`src/rtl/rpn_calc_if.sv`:
```
// Token, stack and result signals of the RPN sequencer, bundled with modports.
// master: token source and stack device; slave: the sequencer itself.
interface rpn_calc_if;
    logic       tok_valid;
    logic       tok_ready;
    logic       tok_is_op;
    logic [7:0] tok_data;
    logic [1:0] stk_cmd;
    logic [7:0] stk_din;
    logic [7:0] stk_dout;
    logic       res_valid;
    logic [7:0] res_data;

    modport master (
        output tok_valid, tok_is_op, tok_data, stk_dout,
        input  tok_ready, stk_cmd, stk_din, res_valid, res_data
    );

    modport slave (
        input  tok_valid, tok_is_op, tok_data, stk_dout,
        output tok_ready, stk_cmd, stk_din, res_valid, res_data
    );
endinterface

```
`src/rtl/rpn_calc.sv`:
```
// Postfix expression sequencer driving an 8-entry, 8-bit hardware stack.
// Optional multiplier enabled by defining RPN_CALC_MUL_EN.
module rpn_calc_chk (
    input logic       clk,
    input logic       rst_n,
    input logic [3:0] depth,
    input logic       err,
    input logic [1:0] stk_cmd,
    input logic       res_valid
);
    a_depth_range: assert property (@(posedge clk) disable iff (!rst_n) depth <= 4'd8);
    a_err_quiet:   assert property (@(posedge clk) disable iff (!rst_n) err |-> (stk_cmd == 2'b00));
    a_res_pulse:   assert property (@(posedge clk) disable iff (!rst_n) res_valid |=> !res_valid);
endmodule

module rpn_calc (
    input  logic       clk,
    input  logic       rst_n,
    input  logic       clr,
    output logic       err,
    output logic [3:0] depth,
    rpn_calc_if.slave  bus
);
    typedef enum logic [3:0] {
        S_INIT, S_IDLE, S_PUSH, S_POP_A, S_WAIT_A, S_POP_B,
        S_WAIT_B, S_EXEC, S_PUSH_R, S_OUT, S_ERR
    } state_e;

    localparam logic [1:0] OP_ADD   = 2'b00;
    localparam logic [1:0] OP_SUB   = 2'b01;
    localparam logic [1:0] OP_MUL   = 2'b10;
    localparam logic [1:0] OP_EQ    = 2'b11;
    localparam logic [1:0] CMD_NOP  = 2'b00;
    localparam logic [1:0] CMD_CLR  = 2'b01;
    localparam logic [1:0] CMD_PUSH = 2'b10;
    localparam logic [1:0] CMD_POP  = 2'b11;

    state_e     state_q, state_d;
    logic [3:0] depth_q, depth_d;
    logic [1:0] op_q, op_d;
    logic [7:0] a_q, a_d;
    logic [7:0] b_q, b_d;
    logic [1:0] stk_cmd_q, stk_cmd_d;
    logic [7:0] stk_din_q, stk_din_d;
    logic       res_valid_q, res_valid_d;
    logic [7:0] res_data_q, res_data_d;
    logic       err_q, err_d;

    function automatic logic [1:0] cmd_of(input state_e s);
        logic [1:0] c;
        case (s)
            S_INIT:           c = CMD_CLR;
            S_PUSH, S_PUSH_R: c = CMD_PUSH;
            S_POP_A, S_POP_B: c = CMD_POP;
            default:          c = CMD_NOP;
        endcase
        return c;
    endfunction

    // b is the older operand, a the newer one
    function automatic logic [7:0] alu(input logic [1:0] op, input logic [7:0] b, input logic [7:0] a);
        logic [7:0] r;
`ifdef RPN_CALC_MUL_EN
        logic [15:0] prod;
        prod = {8'h00, b} * {8'h00, a};
`endif
        case (op)
            OP_ADD:  r = b + a;
            OP_SUB:  r = b - a;
`ifdef RPN_CALC_MUL_EN
            OP_MUL:  r = prod[7:0];
`endif
            default: r = 8'h00;
        endcase
        return r;
    endfunction

    assign bus.tok_ready = (state_q == S_IDLE) & ~clr;
    assign bus.stk_cmd   = stk_cmd_q;
    assign bus.stk_din   = stk_din_q;
    assign bus.res_valid = res_valid_q;
    assign bus.res_data  = res_data_q;
    assign err           = err_q;
    assign depth         = depth_q;

    // Next-state, depth bookkeeping and registered-output decode
    always_comb begin
        state_d = state_q;
        depth_d = depth_q;
        op_d    = op_q;
        a_d     = a_q;
        b_d     = b_q;
        if (clr) begin
            state_d = S_INIT;
            depth_d = 4'd0;
        end else begin
            case (state_q)
                S_INIT: begin
                    state_d = S_IDLE;
                    depth_d = 4'd0;
                end
                S_IDLE: begin
                    if (bus.tok_valid) begin
                        if (!bus.tok_is_op) begin
                            state_d = (depth_q == 4'd8) ? S_ERR : S_PUSH;
                        end else begin
                            op_d = bus.tok_data[1:0];
                            case (bus.tok_data[1:0])
                                OP_EQ:   state_d = (depth_q == 4'd0) ? S_ERR : S_POP_A;
`ifdef RPN_CALC_MUL_EN
                                OP_MUL:  state_d = (depth_q < 4'd2) ? S_ERR : S_POP_A;
`else
                                OP_MUL:  state_d = S_ERR;
`endif
                                default: state_d = (depth_q < 4'd2) ? S_ERR : S_POP_A;
                            endcase
                        end
                    end else begin
                        state_d = S_IDLE;
                    end
                end
                S_PUSH: begin
                    state_d = S_IDLE;
                    depth_d = depth_q + 4'd1;
                end
                S_POP_A: state_d = S_WAIT_A;
                // Binary ops account for both pops here; the result push adds one back
                S_WAIT_A: begin
                    a_d = bus.stk_dout;
                    if (op_q == OP_EQ) begin
                        state_d = S_OUT;
                        depth_d = depth_q - 4'd1;
                    end else begin
                        state_d = S_POP_B;
                        depth_d = depth_q - 4'd2;
                    end
                end
                S_POP_B: state_d = S_WAIT_B;
                S_WAIT_B: begin
                    b_d     = bus.stk_dout;
                    state_d = S_EXEC;
                end
                S_EXEC: state_d = S_PUSH_R;
                S_PUSH_R: begin
                    state_d = S_IDLE;
                    depth_d = depth_q + 4'd1;
                end
                S_OUT: state_d = S_IDLE;
                S_ERR: state_d = S_ERR;
                default: state_d = S_INIT;
            endcase
        end

        stk_cmd_d = cmd_of(state_d);
        if (state_d == S_PUSH) begin
            stk_din_d = bus.tok_data;
        end else if (state_d == S_PUSH_R) begin
            stk_din_d = alu(op_q, b_q, a_q);
        end else begin
            stk_din_d = 8'h00;
        end
        res_valid_d = (state_d == S_OUT);
        res_data_d  = (state_d == S_OUT) ? bus.stk_dout : res_data_q;
        err_d       = (state_d == S_ERR);
    end

    // State, operand and output registers
    always_ff @(posedge clk or negedge rst_n) begin
        if (!rst_n) begin
            state_q     <= S_INIT;
            depth_q     <= 4'd0;
            op_q        <= 2'b00;
            a_q         <= 8'h00;
            b_q         <= 8'h00;
            stk_cmd_q   <= CMD_CLR;
            stk_din_q   <= 8'h00;
            res_valid_q <= 1'b0;
            res_data_q  <= 8'h00;
            err_q       <= 1'b0;
        end else begin
            state_q     <= state_d;
            depth_q     <= depth_d;
            op_q        <= op_d;
            a_q         <= a_d;
            b_q         <= b_d;
            stk_cmd_q   <= stk_cmd_d;
            stk_din_q   <= stk_din_d;
            res_valid_q <= res_valid_d;
            res_data_q  <= res_data_d;
            err_q       <= err_d;
        end
    end

    rpn_calc_chk u_chk (
        .clk       (clk),
        .rst_n     (rst_n),
        .depth     (depth_q),
        .err       (err_q),
        .stk_cmd   (stk_cmd_q),
        .res_valid (res_valid_q)
    );
endmodule

```
`src/flat_wrapper.sv`:
```
// flat-port wrapper written by rule: the top's interface ports become plain ports
module rpn_calc_flat 
  (clk, rst_n, clr, err, depth, bus_tok_valid, bus_tok_is_op, bus_tok_data, bus_stk_dout, bus_tok_ready, bus_stk_cmd, bus_stk_din, bus_res_valid, bus_res_data);
  rpn_calc_if bus_i ();
  input  logic clk;
  input  logic rst_n;
  input  logic clr;
  output logic err;
  output logic [3:0] depth;
  input wire logic [$bits(bus_i.tok_valid)-1:0] bus_tok_valid;
  input wire logic [$bits(bus_i.tok_is_op)-1:0] bus_tok_is_op;
  input wire logic [$bits(bus_i.tok_data)-1:0] bus_tok_data;
  input wire logic [$bits(bus_i.stk_dout)-1:0] bus_stk_dout;
  output wire logic [$bits(bus_i.tok_ready)-1:0] bus_tok_ready;
  output wire logic [$bits(bus_i.stk_cmd)-1:0] bus_stk_cmd;
  output wire logic [$bits(bus_i.stk_din)-1:0] bus_stk_din;
  output wire logic [$bits(bus_i.res_valid)-1:0] bus_res_valid;
  output wire logic [$bits(bus_i.res_data)-1:0] bus_res_data;
  assign bus_i.tok_valid = bus_tok_valid;
  assign bus_i.tok_is_op = bus_tok_is_op;
  assign bus_i.tok_data = bus_tok_data;
  assign bus_i.stk_dout = bus_stk_dout;
  assign bus_tok_ready = bus_i.tok_ready;
  assign bus_stk_cmd = bus_i.stk_cmd;
  assign bus_stk_din = bus_i.stk_din;
  assign bus_res_valid = bus_i.res_valid;
  assign bus_res_data = bus_i.res_data;
  rpn_calc u_core (.clk(clk), .rst_n(rst_n), .clr(clr), .err(err), .depth(depth), .bus(bus_i));
endmodule
```
`config.mk`:
```
export PLATFORM = sky130hd
export DESIGN_NAME = rpn_calc_flat
export DESIGN_NICKNAME = d
export VERILOG_FILES = /design/src/rtl/rpn_calc_if.sv /design/src/rtl/rpn_calc.sv /design/src/flat_wrapper.sv
export SDC_FILE = /design/constraint.sdc
export NUM_CORES = 1
export LEC_CHECK = 0
export CAP_MARGIN = 0
export CORE_MARGIN = 1
export CORE_UTILIZATION = 53
export DETAILED_ROUTE_END_ITERATION = 12
export PLACE_DENSITY = 0.89
export SLEW_MARGIN = 20
export SYNTH_ARGS = -nofsm -noshare
export SYNTH_HDL_FRONTEND = slang
export SYNTH_HIERARCHICAL = 1
export SYNTH_SLANG_ARGS = --single-unit
```
`constraint.sdc`:
```
create_clock -name clk -period 5.26 [get_ports clk]
set_input_delay 1.052 -clock clk [delete_from_list [all_inputs] [get_ports clk]]
set_output_delay 1.052 -clock clk [all_outputs]
set_load 0.03 [all_outputs]
```
; After elaboration in Yosys (flattened, before gate mapping)
; Cells that the tools add are included.
[totals]
ff_bits = 46
inputBits = 21
out_inout_bits = 25
elab_cells = 67
[op_classes]
addsub = 5
order_cmp = 1
n_eq_ne = 21
muxes = 16
n_bitwise = 2
reduce_logical = 12
[ops]
columns = cell, count
row1 = 4-bit two-way mux, 9
row2 = 4-bit case mux with 8 select lines, 1
row3 = 4-bit equality test (second input constant), 7
row4 = 4-bit by 3-bit equality test with 1-bit output (second input constant), 5
row5 = 4-bit by 2-bit equality test with 1-bit output (second input constant), 4
row6 = 8-bit two-way mux, 2
row7 = 8-bit case mux with 2 select lines, 1
row8 = 4-bit zero test, 3
row9 = 4-bit case mux with 3 select lines, 1
row10 = 8-bit adder, 1
row11 = 4-bit case mux with 2 select lines, 1
row12 = 8-bit subtractor, 1
row13 = 2-bit equality test (second input constant), 3
row14 = 2-bit case mux with 3 select lines, 1
row15 = 2-bit OR reduction, 3
row16 = 4-bit by 1-bit adder with 4-bit output (second input constant), 1
row17 = 4-bit by 1-bit equality test with 1-bit output (second input constant), 1
row18 = 4-bit by 2-bit less-than comparator with 1-bit output (second input constant), 1
row19 = 2-bit AND reduction, 2
row20 = 4-bit AND reduction, 1
row21 = 4-bit nonzero test, 1
row22 = 4-bit OR reduction, 1
row23 = 4-bit by 1-bit subtractor with 4-bit output (second input constant), 1
row24 = 4-bit by 2-bit subtractor with 4-bit output (second input constant), 1
row25 = other kinds (4), 4

; Depth between registers and ports, before layout
[depth]
word_depth = 10
mapped_depth = 11
mapped_depth_nobuf = 11

; Least setup slack after synthesis
; No wires, ideal clock.
[synth_path]
path_type = input-to-output
from = input port clr
to = output port bus_tok_ready
arrival_ns = 1.671
t_required_ns = 4.208
slack_ns = 2.537
path_stages = 3
n_path_buf = 1
path_cell_list = clkbuf_1 nor2_1 and3_1
[synth_via]
elab_chain_cells = 2
[synth_lines]
columns = item, line
row1 = start: declaration, flat_wrapper.sv:7  ; input logic clr;
row2 = 1-bit NOT (no source line), --
row3 = 1-bit AND, rpn_calc.sv:78  ; assign bus.tok_ready = (state_q == S_IDLE) & ~clr;
row4 = end: declaration, flat_wrapper.sv:14  ; output wire logic [$bits(bus_i.tok_ready)-1:0] bus_tok_ready;
; Every way passes these cells.

; Final worst setup path
; Same ends and word-level chain as after synthesis.

==> results list <==
- Initial antenna violation count: 0
* Arrival time at the worst endpoint: 2.67 ns
- The HPWL after detailed placement is 4045 um.
- During placement, the flow inserted port buffers numbering 45.
* Number of global-route vias before repair: 1927
- Final routed wire length divided by cell count: 15.28 um
* Fraction of the cycle the final worst path needs: around 70%
- Area grow syn2layout: 21.34%
- Hold repair after CTS inserted 0 buffers.
- After floorplanning, the core was divided into 25 placement rows.
- The first TritonRoute pass finished after 4 iterations.
- For the pin with the worst max-slew slack, the measured transition is around 0.67 ns.
- Synthesis instantiated 58 different standard cells from the library.
- Endpoint required time on the critical path: 4.21 ns
- After technology mapping, the gate count stands at 253.
* Hold violation total from the final report: 0
* Met3 global-route usage: 4.664%
- For this run, design rule violations remaining after detail routing come to 0.
- Synthesized Nets: around 290
* Highest-count cells in the layout ignoring fill and taps: sky130_fd_sc_hd__dfrtp_1, sky130_fd_sc_hd__clkdlybuf4s50_1, sky130_fd_sc_hd__nor2_1, sky130_fd_sc_hd__inv_1
- Slew HR: 55.44%
- Dominant synthesized flop cell: sky130_fd_sc_hd__dfrtp_1
- For met2 alone, demand over resource in global routing was 37.96%.
- By startpoint and endpoint, the worst setup path is classified as in2out.
- No sink is reached through more buffers than the 2 on the longest clock path.
- For met1 alone, demand over resource in global routing was 27.14%.
- Post-CTS Setup Bufs: 0
* Vias per cell: 5.691
* Chip Width: around 73 um
* Mean Syn Cell Area: 10.68 um2
* Wire length of the first global-routing pass: 8942 um
- Post-CTS clock slew at the launch and capture registers of the worst setup and hold paths: ~0.080 ns
- Number of ports placed on the die boundary: 46
- Fill cell instance count of the final layout: 363
* Leakage power total: 1.452 nW
- The max-slew violation count is 0.
- Routed wire length: ~5500 um
- CP Max Fanout: 9
- FMAX: roughly 270 MHz
- The worst-case IR drop observed on VDD is 0.2299 mV.
- Global routing used 22.37% of the available tracks across all layers.
- The number of clock buffers added by TritonCTS is 5.
* Count of endpoints failing setup in the final report: 0
- The post-route netlist has 11.15% of its cells at a drive strength greater than 1.
- For this configuration, the core starts out at a cell density of 56.10%.
* Mapped Area: 2703 um2
- TritonCTS clock tree: done
* # nets final: 331
- Entering global routing, the biggest net connects 47 pins.
* Critical path launch point type: input port
* Utilization of the core after routing: 68.08%
* DIE AREA: around 5400 um2
- Height of the die: 73.41 um
- The run finished with clean final reports.
* Count of antenna diodes in the layout: 0
- Dividing total power by cell area gives a power density of 336.1 nW/um2.
- The final route contains 2066 vias.
- Final Skew: 0.01041 ns
- Gates resized during post-CTS repair numbered 0.
- Summing the sequential cell areas from Yosys gives between 40% and 50% of the chip area.
* Global route overflow: 0
- Placer's final routability congestion estimate: 0.8848
- Most Used Layer, Global Route: met2
- The floorplan step defined a core boundary enclosing 4817 um2.
- At the later pin of the worst-skew pair, clock insertion delay measures about 0.30 ns.
* Most common cell after layout, fill and taps aside: sky130_fd_sc_hd__dfrtp_1
- The worst setup path is captured at a primary output.
- Total number of yosys warnings: 6
- RSZ-0062 raised after global routing: false
* CTS H-tree depth: 2
- In the final timing run, aggregate negative setup slack is 0 ns.
- Remaining antenna violation count after routing: 0
- The min-delay analysis places its worst path in the category reg2reg.
- Area share of the largest cell type after synthesis: 41.67%
* Flops & latches, synth: 46
- Number of design-rule violations left by the first detailed-router iteration: 104
* Fraction of synthesis flops using an asynchronous set or reset pin: 100.0%
- The tree built by TritonCTS fans out to 46 sinks.
- In this run, synthesis inferred 0 flip-flops with an integrated enable.
- MaxCap Viol Count: 0
- Cell chosen for the clock root: sky130_fd_sc_hd__clkbuf_8
- Cell accounting for the most synthesized area: sky130_fd_sc_hd__dfrtp_1
* Largest cells by area after synthesis: sky130_fd_sc_hd__dfrtp_1, sky130_fd_sc_hd__ha_1, sky130_fd_sc_hd__mux2_1
- Minimum period implied by the final worst setup slack: 3.726 ns
## cell usage after synthesis (3+ instances only)
cell / number
sky130_fd_sc_hd__dfrtp_1: 45
sky130_fd_sc_hd__nor2_1: 22
sky130_fd_sc_hd__inv_1: 18
sky130_fd_sc_hd__ha_1: 14
sky130_fd_sc_hd__nand2_1: 14
sky130_fd_sc_hd__xnor2_1: 12
sky130_fd_sc_hd__mux2_1: 11
sky130_fd_sc_hd__mux2_4: 8
sky130_fd_sc_hd__o21ai_1: 8
sky130_fd_sc_hd__a22o_1: 7
sky130_fd_sc_hd__nor3_1: 7
sky130_fd_sc_hd__a31oi_1: 6
sky130_fd_sc_hd__a21oi_1: 5
sky130_fd_sc_hd__nand3_1: 5
sky130_fd_sc_hd__clkbuf_1: 4
sky130_fd_sc_hd__mux2_2: 4
sky130_fd_sc_hd__buf_2: 3
sky130_fd_sc_hd__nand2b_1: 3
sky130_fd_sc_hd__nor2b_1: 3
sky130_fd_sc_hd__o21ai_0: 3
sky130_fd_sc_hd__o21bai_1: 3
sky130_fd_sc_hd__or3_1: 3
## registers in the layout (all words and copies together) (netlist names), 2 cells and up
register and count:
u_core/depth 4, u_core/a_q 8, u_core/bus.stk_cmd 2, u_core/bus.res_data 8, u_core/op_q 2, u_core/state_q 4
u_core/b_q 8, u_core/bus.stk_din 8
## path summary, 6_finish.rpt
kind                            startpoint  depth (start not counted)  slack, ns                     end
min reg2reg                  u_core/b_q[0]                          1       0.51           u_core/b_q[0]
max reg2reg                u_core/depth[1]                          8       2.40  u_core/bus.res_data[2]
max in group asynchronous            rst_n                          1       4.13   u_core/bus.stk_cmd[0]
min in group asynchronous            rst_n                          1       0.74         u_core/depth[2]
max                                    clr                          4       1.53           bus_tok_ready
min                          u_core/b_q[0]                          1       0.51           u_core/b_q[0]
## cells by family (layout without fill, tap and decap cells)
kind of cell    after synthesis  count (layout)  synth area share (%)
compound gates               55              55                 16.34
xor+xnor                     12              12                 3.889
fa+ha+maj                    15              15                 7.222
buf+inv                      31              74                 5.277
flops                        46              46                 42.64
mux                          24              24                 11.06
simple gates                 70              70                 13.56
## where the power goes
group          total, mW  internal, mW  switching, mW
Sequential         0.450         0.402         0.0474
Clock              0.236         0.120          0.116
Combinational      0.416         0.206          0.211
## critical path, cell delays in order
cell and delay, ns:
sky130_fd_sc_hd__clkdlybuf4s50_1 0.56, sky130_fd_sc_hd__nor2_1 0.19, sky130_fd_sc_hd__and3_1 0.19, sky130_fd_sc_hd__clkdlybuf4s50_1 0.67
## per-layer routing
layer	wire, um	up-vias
li1	-	987
met1	2376	1001
met2	2760	64
met3	265	14
met4	143	0
met5	0	-
## final cells by class
cell class                      instances  area (um2)  area share, %
Sequential cell                        46        1152          35.14
Multi-Input combinational cell        176        1408          42.92
Inverter                               20       75.07          2.289
Tap cell                               67       83.83          2.556
Clock buffer                            7       96.34          2.938
Clock inverter                          1       8.758         0.2671
Timing Repair Buffer                   46       455.4          13.89
## through the flow
step / hold slack, ns / worst slack [ns] / power [mW] / cell area [um2] / std cells
floorplan: 0.4642 / 2.537 / 0.7446 / 2703 / 253
global placement: 0.4809 / 1.563 / 0.8550 / 3172 / 355
detailed placement: 0.4980 / 1.531 / 0.8697 / 3172 / 355
CTS: 0.5148 / 1.529 / 1.110 / 3277 / 363
global route: 0.5317 / 1.464 / 1.163 / 3279 / 363
finish: 0.5116 / 1.534 / 1.102 / 3279 / 363
No activity file was read; power rests on OpenSTA's default activity.
